`config.mk`:
```
export PLATFORM = sky130hd
export DESIGN_NAME = add_sub_serial_param_flat
export DESIGN_NICKNAME = d
export VERILOG_FILES = /design/src/rtl/add_sub_serial_param_if.sv /design/src/rtl/add_sub_serial_param.sv /design/src/flat_wrapper.sv
export SDC_FILE = /design/constraint.sdc
export NUM_CORES = 1
export LEC_CHECK = 0
export CAP_MARGIN = 20
export CORE_UTILIZATION = 51
export CTS_BUF_LIST = sky130_fd_sc_hd__clkbuf_16
export DETAILED_ROUTE_END_ITERATION = 10
export GPL_TIMING_DRIVEN = 1
export HOLD_SLACK_MARGIN = 0.06
export PLACE_DENSITY = 0.84
export SYNTH_ARGS = -nofsm -noshare
export SYNTH_HDL_FRONTEND = slang
export SYNTH_SLANG_ARGS = --single-unit
```
`constraint.sdc`:
```
create_clock -name clk -period 1.5 [get_ports clk]
set_input_delay 0.15 -clock clk [delete_from_list [all_inputs] [get_ports clk]]
set_output_delay 0.15 -clock clk [all_outputs]
set_load 0.02 [all_outputs]
```
`src/rtl/add_sub_serial_param_if.sv`:
```
// add_sub_serial_param_if: operand/result handshake bundle for the serial adder/subtractor
interface add_sub_serial_param_if #(parameter int WIDTH = 8);
  logic in_valid;
  logic in_ready;
  logic [WIDTH-1:0] a;
  logic [WIDTH-1:0] b;
  logic sub;
  logic out_valid;
  logic out_ready;
  logic [WIDTH-1:0] sum;
  logic cout;
  logic ovf;
  logic busy;
  modport master (output in_valid, a, b, sub, out_ready, input in_ready, out_valid, sum, cout, ovf, busy);
  modport slave (input in_valid, a, b, sub, out_ready, output in_ready, out_valid, sum, cout, ovf, busy);
endinterface

```
`src/rtl/add_sub_serial_param.sv`:
```
// add_sub_serial_param: digit-serial add/subtract with carry-out and signed overflow flags
module add_sub_serial_param #(
  parameter int WIDTH = 8,
  parameter int DIGIT = 1,
  localparam int N = WIDTH / DIGIT,
  localparam int CNT_W = $clog2(N) + 1
) (
  input logic clk,
  input logic rst,
  add_sub_serial_param_if.slave bus
);
  typedef enum logic [1:0] {IDLE, ADD, DONE} state_t;
  state_t state, state_nxt;
  logic [WIDTH-1:0] a_reg, b_reg, res, res_nxt, sum;
  logic [CNT_W-1:0] count;
  logic carry, cout, ovf, last, msb_c;
  logic [DIGIT:0] dig;
  assign dig = {1'b0, a_reg[DIGIT-1:0]} + {1'b0, b_reg[DIGIT-1:0]} + {{DIGIT{1'b0}}, carry};
  assign msb_c = a_reg[DIGIT-1] ^ b_reg[DIGIT-1] ^ dig[DIGIT-1];
  assign res_nxt = (WIDTH'(dig[DIGIT-1:0]) << (WIDTH - DIGIT)) | (res >> DIGIT);
  assign last = count == CNT_W'(N - 1);
  assign bus.in_ready = state == IDLE;
  assign bus.busy = state != IDLE;
  assign bus.out_valid = state == DONE;
  assign bus.sum = sum;
  assign bus.cout = cout;
  assign bus.ovf = ovf;
  always_ff @(posedge clk)
    if (rst) state <= IDLE;
    else state <= state_nxt;
  always_comb begin
    state_nxt = state == IDLE ? (bus.in_valid ? ADD : IDLE) :
                state == ADD ? (last ? DONE : ADD) :
                state == DONE ? (bus.out_ready ? IDLE : DONE) : IDLE;
  end
  always_ff @(posedge clk)
    if (rst) begin
      a_reg <= '0;
      b_reg <= '0;
      res <= '0;
      carry <= 1'b0;
      count <= '0;
      sum <= '0;
      cout <= 1'b0;
      ovf <= 1'b0;
    end else if (state == IDLE && bus.in_valid) begin
      a_reg <= bus.a;
      b_reg <= bus.sub ? ~bus.b : bus.b;
      carry <= bus.sub;
      count <= '0;
      res <= '0;
    end else if (state == ADD) begin
      a_reg <= a_reg >> DIGIT;
      b_reg <= b_reg >> DIGIT;
      carry <= dig[DIGIT];
      res <= res_nxt;
      count <= last ? '0 : count + CNT_W'(1);
      if (last) begin
        sum <= res_nxt;
        cout <= dig[DIGIT];
        ovf <= msb_c ^ dig[DIGIT];
      end
    end
endmodule
```
`src/flat_wrapper.sv`:
```
// flat-port wrapper written by rule: the top's interface ports become plain ports
module add_sub_serial_param_flat 
#(
  parameter int WIDTH = 8,
  parameter int DIGIT = 1,
  localparam int N = WIDTH / DIGIT,
  localparam int CNT_W = $clog2(N) + 1
)
  (clk, rst, bus_in_valid, bus_a, bus_b, bus_sub, bus_out_ready, bus_in_ready, bus_out_valid, bus_sum, bus_cout, bus_ovf, bus_busy);
  add_sub_serial_param_if #(.WIDTH(WIDTH)) bus_i ();
  input logic clk;
  input logic rst;
  input wire logic [$bits(bus_i.in_valid)-1:0] bus_in_valid;
  input wire logic [$bits(bus_i.a)-1:0] bus_a;
  input wire logic [$bits(bus_i.b)-1:0] bus_b;
  input wire logic [$bits(bus_i.sub)-1:0] bus_sub;
  input wire logic [$bits(bus_i.out_ready)-1:0] bus_out_ready;
  output wire logic [$bits(bus_i.in_ready)-1:0] bus_in_ready;
  output wire logic [$bits(bus_i.out_valid)-1:0] bus_out_valid;
  output wire logic [$bits(bus_i.sum)-1:0] bus_sum;
  output wire logic [$bits(bus_i.cout)-1:0] bus_cout;
  output wire logic [$bits(bus_i.ovf)-1:0] bus_ovf;
  output wire logic [$bits(bus_i.busy)-1:0] bus_busy;
  assign bus_i.in_valid = bus_in_valid;
  assign bus_i.a = bus_a;
  assign bus_i.b = bus_b;
  assign bus_i.sub = bus_sub;
  assign bus_i.out_ready = bus_out_ready;
  assign bus_in_ready = bus_i.in_ready;
  assign bus_out_valid = bus_i.out_valid;
  assign bus_sum = bus_i.sum;
  assign bus_cout = bus_i.cout;
  assign bus_ovf = bus_i.ovf;
  assign bus_busy = bus_i.busy;
  add_sub_serial_param #(.WIDTH(WIDTH), .DIGIT(DIGIT)) u_core (.clk(clk), .rst(rst), .bus(bus_i));
endmodule
```
; Word level (Yosys, flattened, before mapping)
; Cells that the tools add are included.
[word_totals]
wordCells = 41
reg_bits = 41
in_bits = 21
[op_classes]
reduce_logical = 6
muxes = 14
eq_ne = 3
bitwise_logic = 6
add_sub_neg = 3
[ops]
columns = op, n
row1 = two-way mux 8 bit, 5
row2 = two-way mux 2 bit, 5
row3 = NOT 8 bit, 1
row4 = OR 8 x 7 -> 8 bit, 1
row5 = adder 4 x 1 -> 4 bit (second input constant), 1
row6 = equality test 4 x 3 -> 1 bit (second input constant), 1
row7 = two-way mux 4 bit, 1
row8 = nonzero test 2 bit, 2
row9 = two-way mux 1 bit, 3
row10 = AND reduction 3 bit, 1
row11 = XOR 1 bit, 3
row12 = adder 1 x 1 -> 2 bit, 1
row13 = adder 2 x 1 -> 2 bit, 1
row14 = equality test 2 x 1 -> 1 bit (second input constant), 1
row15 = equality test 2 bit (second input constant), 1
row16 = zero test 2 bit, 1
row17 = OR reduction 2 bit, 1
row18 = logical AND 1 bit, 1
row19 = NOT 1 bit, 1

; Depth between registers and ports, before layout
; Gate-level depths: netlist of the first run.
[logic_depth]
word_depth = 4
ltp_mapped = 6
mapped_depth_nobuf = 4

; Worst setup path before layout of the first run
; No wires, ideal clock.
[synth_timing]
path_type = flip-flop to flip-flop
start = reg u_core.b_reg[0]
end = reg u_core.ovf, in the netlist u_core.bus.ovf
setup_ps = 86
path_stages_with_launch = 5
arrival_time_ps = 1297
path_buffers = 0
slack_ps = 117
cell_sequence = dfxtp_1 -> fa_1 -> xnor2_1 -> xnor2_1 -> a211oi_1
[synth_via]
elab_chain_len = 4
[synth_rtl]
columns = element, line_no
row1 = from (decl), add_sub_serial_param.sv:14  ; logic [WIDTH-1:0] a_reg, b_reg, res, res_nxt, sum;
row2 = from (signal assigned), add_sub_serial_param.sv:48  ; b_reg <= bus.sub ? ~bus.b : bus.b;
row3 = from (signal assigned), add_sub_serial_param.sv:54  ; b_reg <= b_reg >> DIGIT;
row4 = adder 1 x 1 -> 2 bit, add_sub_serial_param.sv:18  ; assign dig = {1'b0, a_reg[DIGIT-1:0]} + {1'b0, b_reg[DIGIT-1:0]} + {{DIGIT{1'b0}}, carry};
row5 = adder 2 x 1 -> 2 bit, add_sub_serial_param.sv:18
row6 = net u_core.dig[0], add_sub_serial_param.sv:17  ; logic [DIGIT:0] dig;
row7 = XOR 1 bit, add_sub_serial_param.sv:19  ; assign msb_c = a_reg[DIGIT-1] ^ b_reg[DIGIT-1] ^ dig[DIGIT-1];
row8 = XOR 1 bit, add_sub_serial_param.sv:61  ; ovf <= msb_c ^ dig[DIGIT];
row9 = to (signal assigned), add_sub_serial_param.sv:61
row10 = to (decl), add_sub_serial_param.sv:16  ; logic carry, cout, ovf, last, msb_c;
; The timed path passes the listed nets, and every way through them passes these cells.
; A chain may end at the register's enable or synchronous reset.

; Worst setup path in the final report of the first run
[layout_timing]
start = reg u_core.carry
end = reg u_core.ovf, in the netlist u_core.bus.ovf
[layout_via]
elab_chain_len = 3
[layout_rtl]
columns = element, line_no
row1 = from (decl), add_sub_serial_param.sv:16
row2 = from (signal assigned), add_sub_serial_param.sv:49  ; carry <= bus.sub;
row3 = from (signal assigned), add_sub_serial_param.sv:55  ; carry <= dig[DIGIT];
row4 = adder 2 x 1 -> 2 bit, add_sub_serial_param.sv:18
row5 = net u_core.dig[0], add_sub_serial_param.sv:17
row6 = XOR 1 bit, add_sub_serial_param.sv:19
row7 = XOR 1 bit, add_sub_serial_param.sv:61
; The timed path passes the listed nets, and every way through them passes these cells.

==> results of run 1 <==
[per-layer routing]
layer,routed length (um),up-vias
met5,0,-
met4,65,0
met3,170,6
met2,1980,40
met1,1640,751
li1,-,819
[cell families after synthesis]
group / after synthesis / synth area share
xor+xnor: 12 / 0.0577
simple gates: 81 / 0.226
compound gates: 58 / 0.202
fa+ha+maj: 2 / 0.0178
buf+inv: 20 / 0.0570
flops: 40 / 0.439
[where the power goes]
part | switching [uW] | internal (uW) | total [uW]
sequential | 30.9 | 1110 | 1140
combinational | 181 | 196 | 377
clock | 417 | 781 | 1200
total | 629 | 2090 | 2710
[worst min-delay path by stage]
stage / start / end / slack, ps / cells after the start
global route: u_core.res[1] / u_core.bus.sum[0] / 480 / 2
CTS: u_core.res[1] / u_core.res[1] / 450 / 2
detailed placement: u_core.res[1] / u_core.res[1] / 450 / 2
floorplan: bus_a[7] / u_core.a_reg[7] / 310 / 2
finish: u_core.res[1] / u_core.res[1] / 450 / 2
global placement: u_core.res[1] / u_core.res[1] / 440 / 2
[stage by stage]
stage | instances | hold WS, ps | total power, uW
2_1_floorplan | 213 | 311 | 1380
3_3_place_gp | 292 | 440 | 1530
3_5_place_dp | 292 | 445 | 1540
4_1_cts | 300 | 453 | 2730
6_report | 300 | 450 | 2710
5_1_grt | 300 | 482 | 2830
[area by class of cell]
type / count / share of cell area
clock inverters: 3 / 0.0173
well taps: 46 / 0.0234
clock buffers: 5 / 0.0509
flip-flops and latches: 40 / 0.326
repair buffers: 51 / 0.204
multi-input cells: 153 / 0.375
inverters: 2 / 0.00305
[cells in the mapped netlist, drive strengths merged, types with 2 or more instances]
cell,instances
dfxtp,40
nand2,30
a21oi,23
o21ai,17
nand3,11
nor2,11
a22oi,9
buf,9
clkbuf,9
nand3b,9
xor2,9
a311oi,6
nor2b,5
nand2b,4
or3b,3
xnor2,3
a211oi,2
inv,2
nor3,2
or2,2
or3,2
[critical path: cells and delay by family (launching register included)]
| family | cells | cell delay (ps) |
|---|---|---|
| adders and majority gates | 1 | 590 |
| AOI/OAI and AO/OA | 1 | 210 |
| xor gates and xnor gates | 2 | 250 |
| DFF | 1 | 330 |
[cells in the final DEF (no fill, tap or decap), types with 5 or more instances in the layout]
cell type and count:
a21oi_1 23, xor2_1 9, clkbuf_16 5, a22oi_1 9, nor2_1 11, o21ai_0 17
clkdlybuf4s50_1 30, nand2_1 30, nand3_1 11, dfxtp_1 39, buf_4 15, nand3b_1 9
[repair_timing]
| item | 4_1_cts | 5_1_grt |
|---|---|---|
| hold endpoints to repair | 0 | 0 |
| endpoints found under the setup margin | 4 | 11 |
| cloned | 0 | 0 |
| gates resized for setup | 7 | 2 |
| setup buffers | 0 | 0 |
==> summary.txt, run 1 <==
Routing
  • DRC: 0
  • Vias: between 1,500 and 2,000
  • Routed vias/inst: between 5 and 6
  • Routed Antenna Nets: 0
  • Starting DRC count in detailed routing: 114
  • WL final: ~3900 um
  • DR pass1 iterations: 4
  • Routed len/inst: 12.9 um

Yosys
  • Area contributors post-synth: dfxtp_1, a21oi_1, nand2_1, o21ai_0, xor2_1
  • Register bit total from synthesis: 40
  • Post-synth EDFFs: 0
  • Ys async rst share: 0
  • Number of synthesis warnings: 0
  • Mapped Cells: 213
  • Prevailing post-synth register cell: dfxtp_1
  • Yosys top cell area share: 0.439
  • Syn_nets: 236
  • Synthesized cell area: 1820 um2
  • Synth cell types: 31
  • Area leader, netlist: dfxtp_1
  • Post-synthesis sequential area ratio: 0.439
  • Syn_area_per_cell: between 8 and 9 um2

Timing
  • Slew Limit Headroom: 0.635
  • Achievable Freq: 0.685 GHz
  • Max-slew violations: 0
  • # setup viols final: 0
  • Final hold vios: 0
  • RSZ-0062 raised after global routing: yes
  • Setup TNS: 0 ps
  • Setup WS post-layout: 40.4 ps
  • Ratio of final minimum period to clock period: 0.973
  • Clock Skews: 2.81 ps
  • Worst-Margin Slew: about 550 ps
  • Crit path time final: 1460 ps

Pwr
  • Power Density: 1100 nW/um2
  • Maximum VDD drop: about 0.74 mV
  • Leakage: between 0.0008 and 0.0009 uW

GRT
  • Initial antenna violation count: 0
  • Gr ovfl total: 0
  • Met3 Track Usage GR: 0.0807
  • GRT Util Overall: 0.231
  • Met2 usage in global routing: 0.412
  • First-pass GRT wire length: 6250 um
  • Met1 GRT Util: 0.255
  • Pin count of the biggest net entering global routing: 26
  • Vias in the first global route: 1,477
  • Most used routing layer: met2

CTS
  • Total CTS buffers: 5
  • Clock root buffer: clkbuf_16
  • CTS Sinks: 40
  • Hold buffer count at cts: 0
  • Clock-pin slew on the worst setup and hold paths: 60 ps
  • Htree depth: 2
  • CTS tree: built
  • Clk_lat worst skew: 280 ps
  • Worst-case clock buffer depth: 2

Floorplan
  • Die W: 61.8 um
  • Core area: 3390 um2
  • Starting density of the core: 0.538
  • Die ar.: 3820 um2
  • Die Y: 61.8 um
  • I/O Pins: 34
  • # rows: 21

Cells and area
  • Area occupied by multi-input gates: between 900 and 1000 um2
  • Diode count: 0
  • Filler cells: between 200 and 250
  • Area growth, synth to finish: 34.9%
  • Layout Nets: 276
  • FF+latch area: approximately 800 um2
  • Layout Utilization: 0.726
  • Design Area, Final: 2460 um2
  • Share of post-route cells with drive strength above 1: 0.146

Setup path
  • R2r worst-path depth: 4
  • CP max FO: 3
  • Critical Path Start: u_core.carry
  • Critical path type: flop to flop
  • Critical Path Most Common Cell: xnor2_1
  • CP required: 1700 ps
  • Worst reg2reg endpoint: u_core.bus.ovf
  • Peak per-stage delay on the critical path: 590 ps
  • Reg2reg start: u_core.carry
  • Startpoint types: flop
  • Setup crit end: u_core.bus.ovf
  • CP Capture Type: flop
  • Critical Path AT: 1660 ps
  • Worst path cell trace: fa_1, xnor2_1, xnor2_1, a211oi_1
  • Flop2flop setup slack: 40 ps
  • Critical-path cell with the highest stage delay: fa_1

Status
  • Status: completed

Hold path
  • Hold Path Class: flop to flop

Place
  • HPWL after DPL: 2660 um
  • Cell area after placement: 2290 um2
  • Routability cong.: 0.751
  • Post-Place Setup Slack: -148 ps
  • Number of port buffers: 33

Run
  • Max-cap violations: 0
(Power assumes the default switching activity.)
==> run 2: changes to the inputs <==
- CTS_BUF_LIST: sky130_fd_sc_hd__clkbuf_16 -> unset
- GPL_ROUTABILITY_DRIVEN: unset -> 0
==> summary.txt, run 2 (synthesis gave the netlist of run 1 again) <==
Setup path
  • CP max FO: 3 (unchanged)
  • Critical-path cell with the highest stage delay: fa_1
  • CP Capture Type: flop
  • Critical Path AT: 1730 ps (+70 ps)
  • Startpoint types: flop
  • Peak per-stage delay on the critical path: 590 ps (about the same)
  • Flop2flop setup slack: 40 ps (about the same)
  • Worst path cell trace: fa_1, xnor2_1, xnor2_1, a211oi_1
  • Critical path's top delay family: adder cells
  • Worst path bufs/invs: 0 (unchanged)
  • CP required: 1770 ps (+70 ps)
  • Critical Path Most Common Cell: xnor2_1
  • Critical path type: flop to flop

Floorplan
  • Die ar.: 3820 um2 (unchanged)
  • I/O Pins: 34 (unchanged)
  • Die W: 61.8 um (unchanged)
  • Core area: 3390 um2 (unchanged)
  • Starting density of the core: 0.538 (unchanged)
  • Die Y: 61.8 um (unchanged)
  • # rows: 21 (unchanged)

Place
  • Cell area after placement: 2290 um2 (unchanged)
  • Number of port buffers: 33 (unchanged)
  • HPWL after DPL: 2660 um (unchanged)
  • Dpl cells: 292 (unchanged)

Pwr
  • Leakage: 0.00104 uW (+17%)
  • Design Power: 2260 uW (-17%)
  • Power Density: 945 nW/um2 (-14%)
  • Maximum VDD drop: 0.581 mV (-21%)

Cells and area
  • Share of post-route cells with drive strength above 1: 0.165 (+0.0197)
  • Diode count: 0 (unchanged)
  • Filler cells: 252 (+4.1%)
  • Layout Utilization: 0.707 (-0.0192)
  • Area growth, synth to finish: 31.4%
  • Design Area, Final: 2390 um2 (-2.6%)
  • Final cell count without fillers: 300 (unchanged)
  • Most common cell after layout, fill and taps aside: dfxtp_1
  • Commonest non-fill, non-tap cells in the layout: dfxtp_1, nand2_1, a21oi_1
  • Layout Nets: 276 (unchanged)

GRT
  • Gr ovfl total: 0 (unchanged)
  • First-pass GRT wire length: 6010 um (-3.9%)
  • Initial antenna violation count: 0 (unchanged)
  • GRT Util Overall: 0.217 (-0.0147)
  • Vias in the first global route: 1,428 (-3.3%)
  • Pin count of the biggest net entering global routing: 26 (unchanged)

Timing
  • # setup viols final: 0 (unchanged)
  • Max-slew violations: 0 (unchanged)
  • Slew Limit Headroom: 0.641 (+0.00599)
  • RSZ-0062 raised after global routing: yes
  • Ratio of final minimum period to clock period: 0.975 (+0.00205)
  • Final hold vios: 0 (unchanged)
  • Crit path time final: 1460 ps (+3.08 ps)
  • Achievable Freq: 0.684 GHz (-0.21%)
  • Worst-Margin Slew: 537 ps (-8.97 ps)
  • Clock Skews: 8.70 ps (+5.90 ps)
  • WHS: 409 ps (-41.0 ps)

Routing
  • Routed vias/inst: 5.39 (about the same)
  • WL final: 3800 um (-1.5%)
  • DR pass1 iterations: 4 (unchanged)
  • Routed Antenna Nets: 0 (unchanged)
  • Routed len/inst: 12.7 um (-1.5%)
  • DRC: 0 (unchanged)
  • Vias: 1,617 (+0.062%)
  • Starting DRC count in detailed routing: 70 (-39%)

CTS
  • Clock root buffer: clkbuf_4
  • Htree depth: 2 (unchanged)
  • Worst-case clock buffer depth: 2 (unchanged)
  • Clk_lat worst skew: 340 ps (+60 ps)
  • Number of setup buffers added after CTS: 0 (unchanged)
  • CTS tree: built
  • CTS Sinks: 40 (unchanged)
  • Total CTS buffers: 5 (unchanged)
  • Clock-pin slew on the worst setup and hold paths: 120 ps (+60 ps)

Run
  • Max-cap violations: 0 (unchanged)

Hold path
  • Hold Path Class: input pin to flop

Status
  • Status: completed
run 2: changes by cell type in the layout (fill, tap and decap cells not counted), sizes merged:
cell           delta
clkbuf            +2
clkinv            -1
clkdlybuf4s15     -2
dlymetal6s2s     +10
buf               +2
dlygate4sd2       -1
clkdlybuf4s50    -10
run 2: what timing repair did:
item,in CTS,in global routing
endpoints found under the setup margin,6,19
resized for setup,10,16
hold buffers,0,0
hold endpoints to repair,0,0
run 2: layout make-up:
| class | count | area [um2] | area share |
|---|---|---|---|
| clock buffers | 6 | 51.3 | 0.0214 |
| clock inverters | 2 | 38.8 | 0.0162 |
| inverters | 2 | 7.51 | 0.00313 |
| multi-input cells | 153 | 922 | 0.385 |
| flip-flops and latches | 40 | 805 | 0.336 |
| well taps | 46 | 57.6 | 0.0240 |
| repair buffers | 51 | 513 | 0.214 |
run 2: stage by stage:
| step | setup TNS [ps] | worst slack (ps) |
|---|---|---|
| floorplan | 0 | 117 |
| global placement | -297 | -43.4 |
| detailed placement | -1410 | -148 |
| CTS | 0 | 7.93 |
| global route | -26.0 | -26.0 |
| finish | 0 | 37.3 |
run 2: path summary, 6_finish.rpt:
path                                        end          start  cells past startpoint
worst max-delay path             u_core.bus.ovf   u_core.carry                      4
worst min-delay path            u_core.a_reg[1]       bus_a[1]                      3
worst max register to register   u_core.bus.ovf   u_core.carry                      4
worst min register to register    u_core.res[1]  u_core.res[1]                      2
run 2: routing by layer:
layer | vias to the layer above | GRT usage | routed length [um]
li1 | 821 | - | -
met1 | 746 | 0.258 | 1630
met2 | 44 | 0.381 | 1970
met3 | 6 | 0.0455 | 161
met4 | 0 | 0.0857 | 46
met5 | - | 0 | 0
run 2: where the power goes:
group / internal, uW / switching, uW
registers: 1110 / 31.4
logic: 195 / 182
clock network: 399 / 347
total: 1700 / 560
run 2: worst min-delay path: stages:
cell and delay (ps):
clkdlybuf4s50_1 400, nor2_1 110, a311oi_1 50
